`src/rtl/cp0_ctrl.sv`:
```
// Coprocessor-0 exception/interrupt controller at the M stage: SR, Cause, EPC, PRId,
// IntReq/ExcReq flush generation, and mfc0/mtc0/eret servicing.
module cp0_ctrl #(
  parameter logic [31:0] PRID_VAL = 32'h2020_0707
) (
  input  logic        clk,
  input  logic        reset,
  input  logic [4:0]  CP0Addr,
  input  logic [31:0] CP0WD,
  input  logic        CP0We,
  input  logic        EXLClr,
  input  logic [31:0] PC_M,
  input  logic        BorJ_M,
  input  logic [6:2]  ExcCode_M,
  input  logic [7:2]  HWInt,
  output logic        IntReq,
  output logic        ExcReq,
  output logic [31:0] EPC,
  output logic [31:0] CP0RD
);

  localparam logic [4:0] ADDR_SR    = 5'd12;
  localparam logic [4:0] ADDR_CAUSE = 5'd13;
  localparam logic [4:0] ADDR_EPC   = 5'd14;
  localparam logic [4:0] ADDR_PRID  = 5'd15;

  logic [5:0]  r_im;
  logic        r_exl;
  logic        r_ie;
  logic        r_bd;
  logic [5:0]  r_ip;
  logic [4:0]  r_exccode;
  logic [31:2] r_epc;

  logic        w_int_req;
  logic        w_exc_req;
  logic        w_req;
  logic [31:0] w_victim_pc;
  logic        w_wr_sr;
  logic        w_wr_epc;

  assign w_int_req   = r_ie & ~r_exl & (|(HWInt & r_im));
  assign w_exc_req   = (ExcCode_M != 5'd0) & ~r_exl & ~w_int_req;
  assign w_req       = w_int_req | w_exc_req;
  assign w_victim_pc = BorJ_M ? (PC_M - 32'd4) : PC_M;
  assign w_wr_sr     = CP0We & ~w_req & (CP0Addr == ADDR_SR);
  assign w_wr_epc    = CP0We & ~w_req & (CP0Addr == ADDR_EPC);

  assign IntReq = w_int_req;
  assign ExcReq = w_exc_req;
  assign EPC    = {r_epc, 2'b00};

  always_ff @(posedge clk or posedge reset) begin
    if (reset) begin
      r_im      <= '0;
      r_exl     <= 1'b0;
      r_ie      <= 1'b0;
      r_bd      <= 1'b0;
      r_ip      <= '0;
      r_exccode <= '0;
      r_epc     <= '0;
    end else begin
      r_ip <= HWInt;
      if (w_req) begin
        r_exl     <= 1'b1;
        r_bd      <= BorJ_M;
        r_exccode <= w_int_req ? 5'd0 : ExcCode_M;
        r_epc     <= w_victim_pc[31:2];
      end else begin
        if (w_wr_sr) begin
          r_im  <= CP0WD[15:10];
          r_exl <= CP0WD[1];
          r_ie  <= CP0WD[0];
        end
        if (w_wr_epc)
          r_epc <= CP0WD[31:2];
        // eret clear takes precedence over an EXL bit written by a coincident mtc0
        if (EXLClr)
          r_exl <= 1'b0;
      end
    end
  end

  always_comb begin
    CP0RD = '0;
    case (CP0Addr)
      ADDR_SR:    CP0RD = {16'b0, r_im, 8'b0, r_exl, r_ie};
      ADDR_CAUSE: CP0RD = {r_bd, 15'b0, r_ip, 3'b0, r_exccode, 2'b00};
      ADDR_EPC:   CP0RD = {r_epc, 2'b00};
      ADDR_PRID:  CP0RD = PRID_VAL;
      default:    CP0RD = '0;
    endcase
  end

endmodule

```
`config.mk`:
```
export PLATFORM = sky130hd
export DESIGN_NAME = cp0_ctrl
export DESIGN_NICKNAME = d
export VERILOG_FILES = /design/src/rtl/cp0_ctrl.sv
export SDC_FILE = /design/constraint.sdc
export NUM_CORES = 1
export LEC_CHECK = 0
export ABC_AREA = 1
export ABC_CLOCK_PERIOD_IN_PS = 1700
export CAP_MARGIN = 20
export CELL_PAD_IN_SITES_DETAIL_PLACEMENT = 0
export CELL_PAD_IN_SITES_GLOBAL_PLACEMENT = 1
export CORE_MARGIN = 1
export CORE_UTILIZATION = 26
export CTS_BUF_LIST = sky130_fd_sc_hd__clkbuf_16
export DETAILED_ROUTE_END_ITERATION = 8
export MAX_ROUTING_LAYER = met4
export PLACE_DENSITY = 0.73
export SYNTH_ARGS = -nofsm -noshare
export SYNTH_HDL_FRONTEND = slang
export SYNTH_SLANG_ARGS = --single-unit
```
`constraint.sdc`:
```
create_clock -name clk -period 1.7 [get_ports clk]
set_clock_uncertainty 0.2 [all_clocks]
set_input_delay 0.255 -clock clk [delete_from_list [all_inputs] [get_ports clk]]
set_output_delay 0.255 -clock clk [all_outputs]
set_load 0.02 [all_outputs]
```
==> results.py <==
metrics = {
    "run_status": {
        "outcome": "finished, violations left",
        "violations": "setup timing",
    },
    "cts": {
        "htree_levels": 2,
        "cts.sink_count": 50,
        "clock_latency_ns": 0.30,
        "cts_tree": "done",
        "cts_buffers": 5,
        "max-clock-path-buffers": 2,
        "path_clk_slew_ns": 0.07,
        "root_buffer": "clkbuf_16",
    },
    "power_and_ir_drop": {
        "power.density_nw_per_um2": 1240,
        "power_frac_clock": 0.136,
        "leakage_uw": 0.00353,
        "seq_power_share": 0.239,
        "p_sw_frac": 0.431,
        "ir_drop_mv": 0.490,
        "p_switching_uw": 3690,
        "internal_power_uw": 4860,
        "pwr-share-comb": 0.625,
    },
    "min_path": {
        "hold_depth": 1,
        "hp-class": "in -> reg",
    },
    "critical_path": {
        "slowest_delay_ns": 0.39,
        "start_kind": "flip-flop",
        "worstPathMaxFanout": 2,
        "critPathSlowestCell": "dfrtp_1",
        "worst_ep_required_time_ns": 1.24,
        "crit_chain": "nand2_1 > nand2_1 > a21oi_2 > nand2_2 > nand2_2 > nand3_2 > inv_2 > buf_6",
        "r2r.worst_path.cells": 12,
        "critical_path_class": "reg -> out",
        "arrival_ns": 1.39,
        "end_kind": "output port",
    },
    "timing": {
        "fmax_ghz": 0.541,
        "setup_viol": 41,
        "hold_viol_final": 0,
        "post-route-min-period_ns": 1.85,
        "slew_violations": 0,
        "setup-tns-final_ns": -3.13,
        "worst_slack_ns": -0.149,
        "post-route-period-util": 1.09,
        "rsz0062_at_grt": "true",
    },
    "global_route": {
        "grt_overflow": 0,
        "grt_first_pass_wirelength_mm": 23.3,
        "grt_start_max_net_pins": 51,
        "grtUsageTotal": 0.211,
        "grt_pass1_vias": 4631,
        "grt_antenna_before_repair": 0,
    },
    "synth": {
        "synth_seq_cells": 50,
        "syn_area_per_cell_um2": 6.38,
        "synth.yosys.seq_area_share": 0.340,
        "ys_types": 34,
        "synth_cells": 576,
        "async_reset_ff_frac": 1.00,
        "synthesis.area_um2": 3680,
        "synth_edf_count": 0,
        "synth-main-ff-cell": "dfrtp_1",
        "yosysWarnings": 0,
    },
    "placement": {
        "place_hpwl_mm": 11.0,
        "post_dp_cell_area_um2": 6030,
        "post-place-ws_ns": -0.857,
        "place.gp.congestion": 0.888,
        "portBuffers": 146,
    },
    "layout": {
        "antenna-diode-count": 0,
        "finalInstanceArea_um2": 6900,
        "area_delta_synth_final_pct": 87.8,
        "num-fill-cells": 1373,
        "drive_gt1_frac": 0.370,
        "nets": 921,
    },
    "routing": {
        "drtIter0Drc": 265,
        "first_pass_iters": 5,
        "wl_per_cell_um": 14.6,
        "antenna_left": 0,
        "vias_per_cell": 4.47,
        "drc": 0,
        "drt_wl_total_mm": 14.9,
        "vias": 4544,
    },
    "floorplan": {
        "fp.dieW_um": 121,
        "die_area_um2": 14600,
        "row_count": 43,
        "start_util": 0.266,
        "fp.coreArea_um2": 13800,
        "io_pins": 151,
        "die_h_um": 121,
    },
    "run": {
        "maxCapViolations": 0,
    },
}
[registers in the layout, indices dropped and copies added (netlist names)]
| register | flops |
|---|---|
| r_bd | 1 |
| r_epc | 30 |
| r_exccode | 5 |
| r_exl | 1 |
| r_ie | 1 |
| r_im | 6 |
| r_ip | 6 |
[power by group through the flow]
stage	clock network [uW]	logic [uW]	registers, uW
2_1_floorplan	0	1670	2450
3_3_place_gp	0	4080	2050
3_5_place_dp	0	4110	2070
4_1_cts	1180	5050	2040
5_1_grt	1220	5770	2100
6_report	1160	5340	2050
[path summary, 6_finish.rpt]
kind | from | end | slack (ns)
setup / recovery | r_im[2]$_DFFE_PP0P_ | ExcReq | -0.15
hold / removal | HWInt[5] | r_ip[3]$_DFF_PP0_ | 0.009
setup reg to reg | r_im[2]$_DFFE_PP0P_ | r_epc[21]$_DFFE_PP0P_ | -0.13
hold reg to reg | r_epc[19]$_DFFE_PP0P_ | r_epc[19]$_DFFE_PP0P_ | 0.31
max in group asynchronous | reset | r_epc[22]$_DFFE_PP0P_ | 0.91
min in group asynchronous | reset | r_exccode[1]$_DFFE_PP0N_ | 0.14
[kinds of logic (layout without fill, tap and decap cells)]
group           after synthesis  after routing  share of synthesized area
compound gates               66             66                     0.0956
xor+xnor                     11             11                     0.0262
fa+ha+maj                     1              1                    0.00340
buf+inv                     112            371                      0.124
flops                        50             50                      0.340
other cells                   1              2                    0.00102
simple gates                335            335                      0.409
[critical path, delay by kind of cell (launching register included)]
kind            cells  cell delay (ns)
compound gates      1             0.14
simple gates        5             0.36
buf+inv             2             0.19
flops               1             0.39
[layout make-up]
class,count,area (um2),area share
Clock buffer,5,125,0.0181
Clock inverter,3,41.3,0.00598
Inverter,94,379,0.0549
Multi-Input combinational cell,415,2440,0.354
Sequential cell,50,1250,0.181
Tap cell,180,225,0.0326
Timing Repair Buffer,268,2430,0.352
Timing Repair inverter,1,7.51,0.00109
[layout by cell type, fill, tap and decap left out, types with 28 or more instances in the layout]
| master | Yosys | routed |
|---|---|---|
| dlygate4sd2_1 | 0 | 48 |
| nor2_1 | 68 | 52 |
| inv_1 | 87 | 81 |
| clkdlybuf4s50_1 | 0 | 57 |
| dfrtp_1 | 50 | 50 |
| buf_4 | 5 | 95 |
| buf_2 | 11 | 29 |
| nand2_1 | 185 | 151 |
| nand3_1 | 40 | 30 |
| nand2_2 | 4 | 28 |
| o21ai_2 | 0 | 30 |
[synth_stat cells, drive strengths merged (3+ instances only)]
cell | count | share of area
or2 | 3 | 0.0051
o22ai | 6 | 0.010
xor2 | 9 | 0.021
nand4 | 6 | 0.010
inv | 92 | 0.094
dfrtp | 50 | 0.34
nor3 | 3 | 0.0054
a21oi | 4 | 0.0054
buf | 16 | 0.025
nor2 | 84 | 0.11
nand3 | 42 | 0.062
nand2 | 194 | 0.21
nand3b | 3 | 0.0061
o21ai | 51 | 0.069
[metal layers]
metal / wire length (um) / GRT usage
met5: 0 / -
met4: 132 / 0.0440
met1: 6890 / 0.282
met2: 7140 / 0.348
met3: 710 / 0.0193
[timing repair]
| item | 4_1_cts | 5_1_grt |
|---|---|---|
| hold buffers | 0 | 2 |
| cloned | 10 | 2 |
| buffers inserted | 13 | 6 |
| resized for setup | 344 | 56 |
| hold endpoints to repair | 0 | 2 |
| endpoints found under the setup margin | 108 | 52 |
| pin swaps | 41 | 13 |
[stage by stage]
stage	hold slack, ns	util	instances	power, uW
detailed placement	0.293	0.436	979	6180
floorplan	0.0864	-	577	4130
global route	0.0217	0.499	1016	9090
CTS	0.00882	0.481	1010	8270
global placement	0.295	0.436	979	6130
finish	0.00882	0.499	1016	8550
No activity file was read; power rests on OpenSTA's default activity.
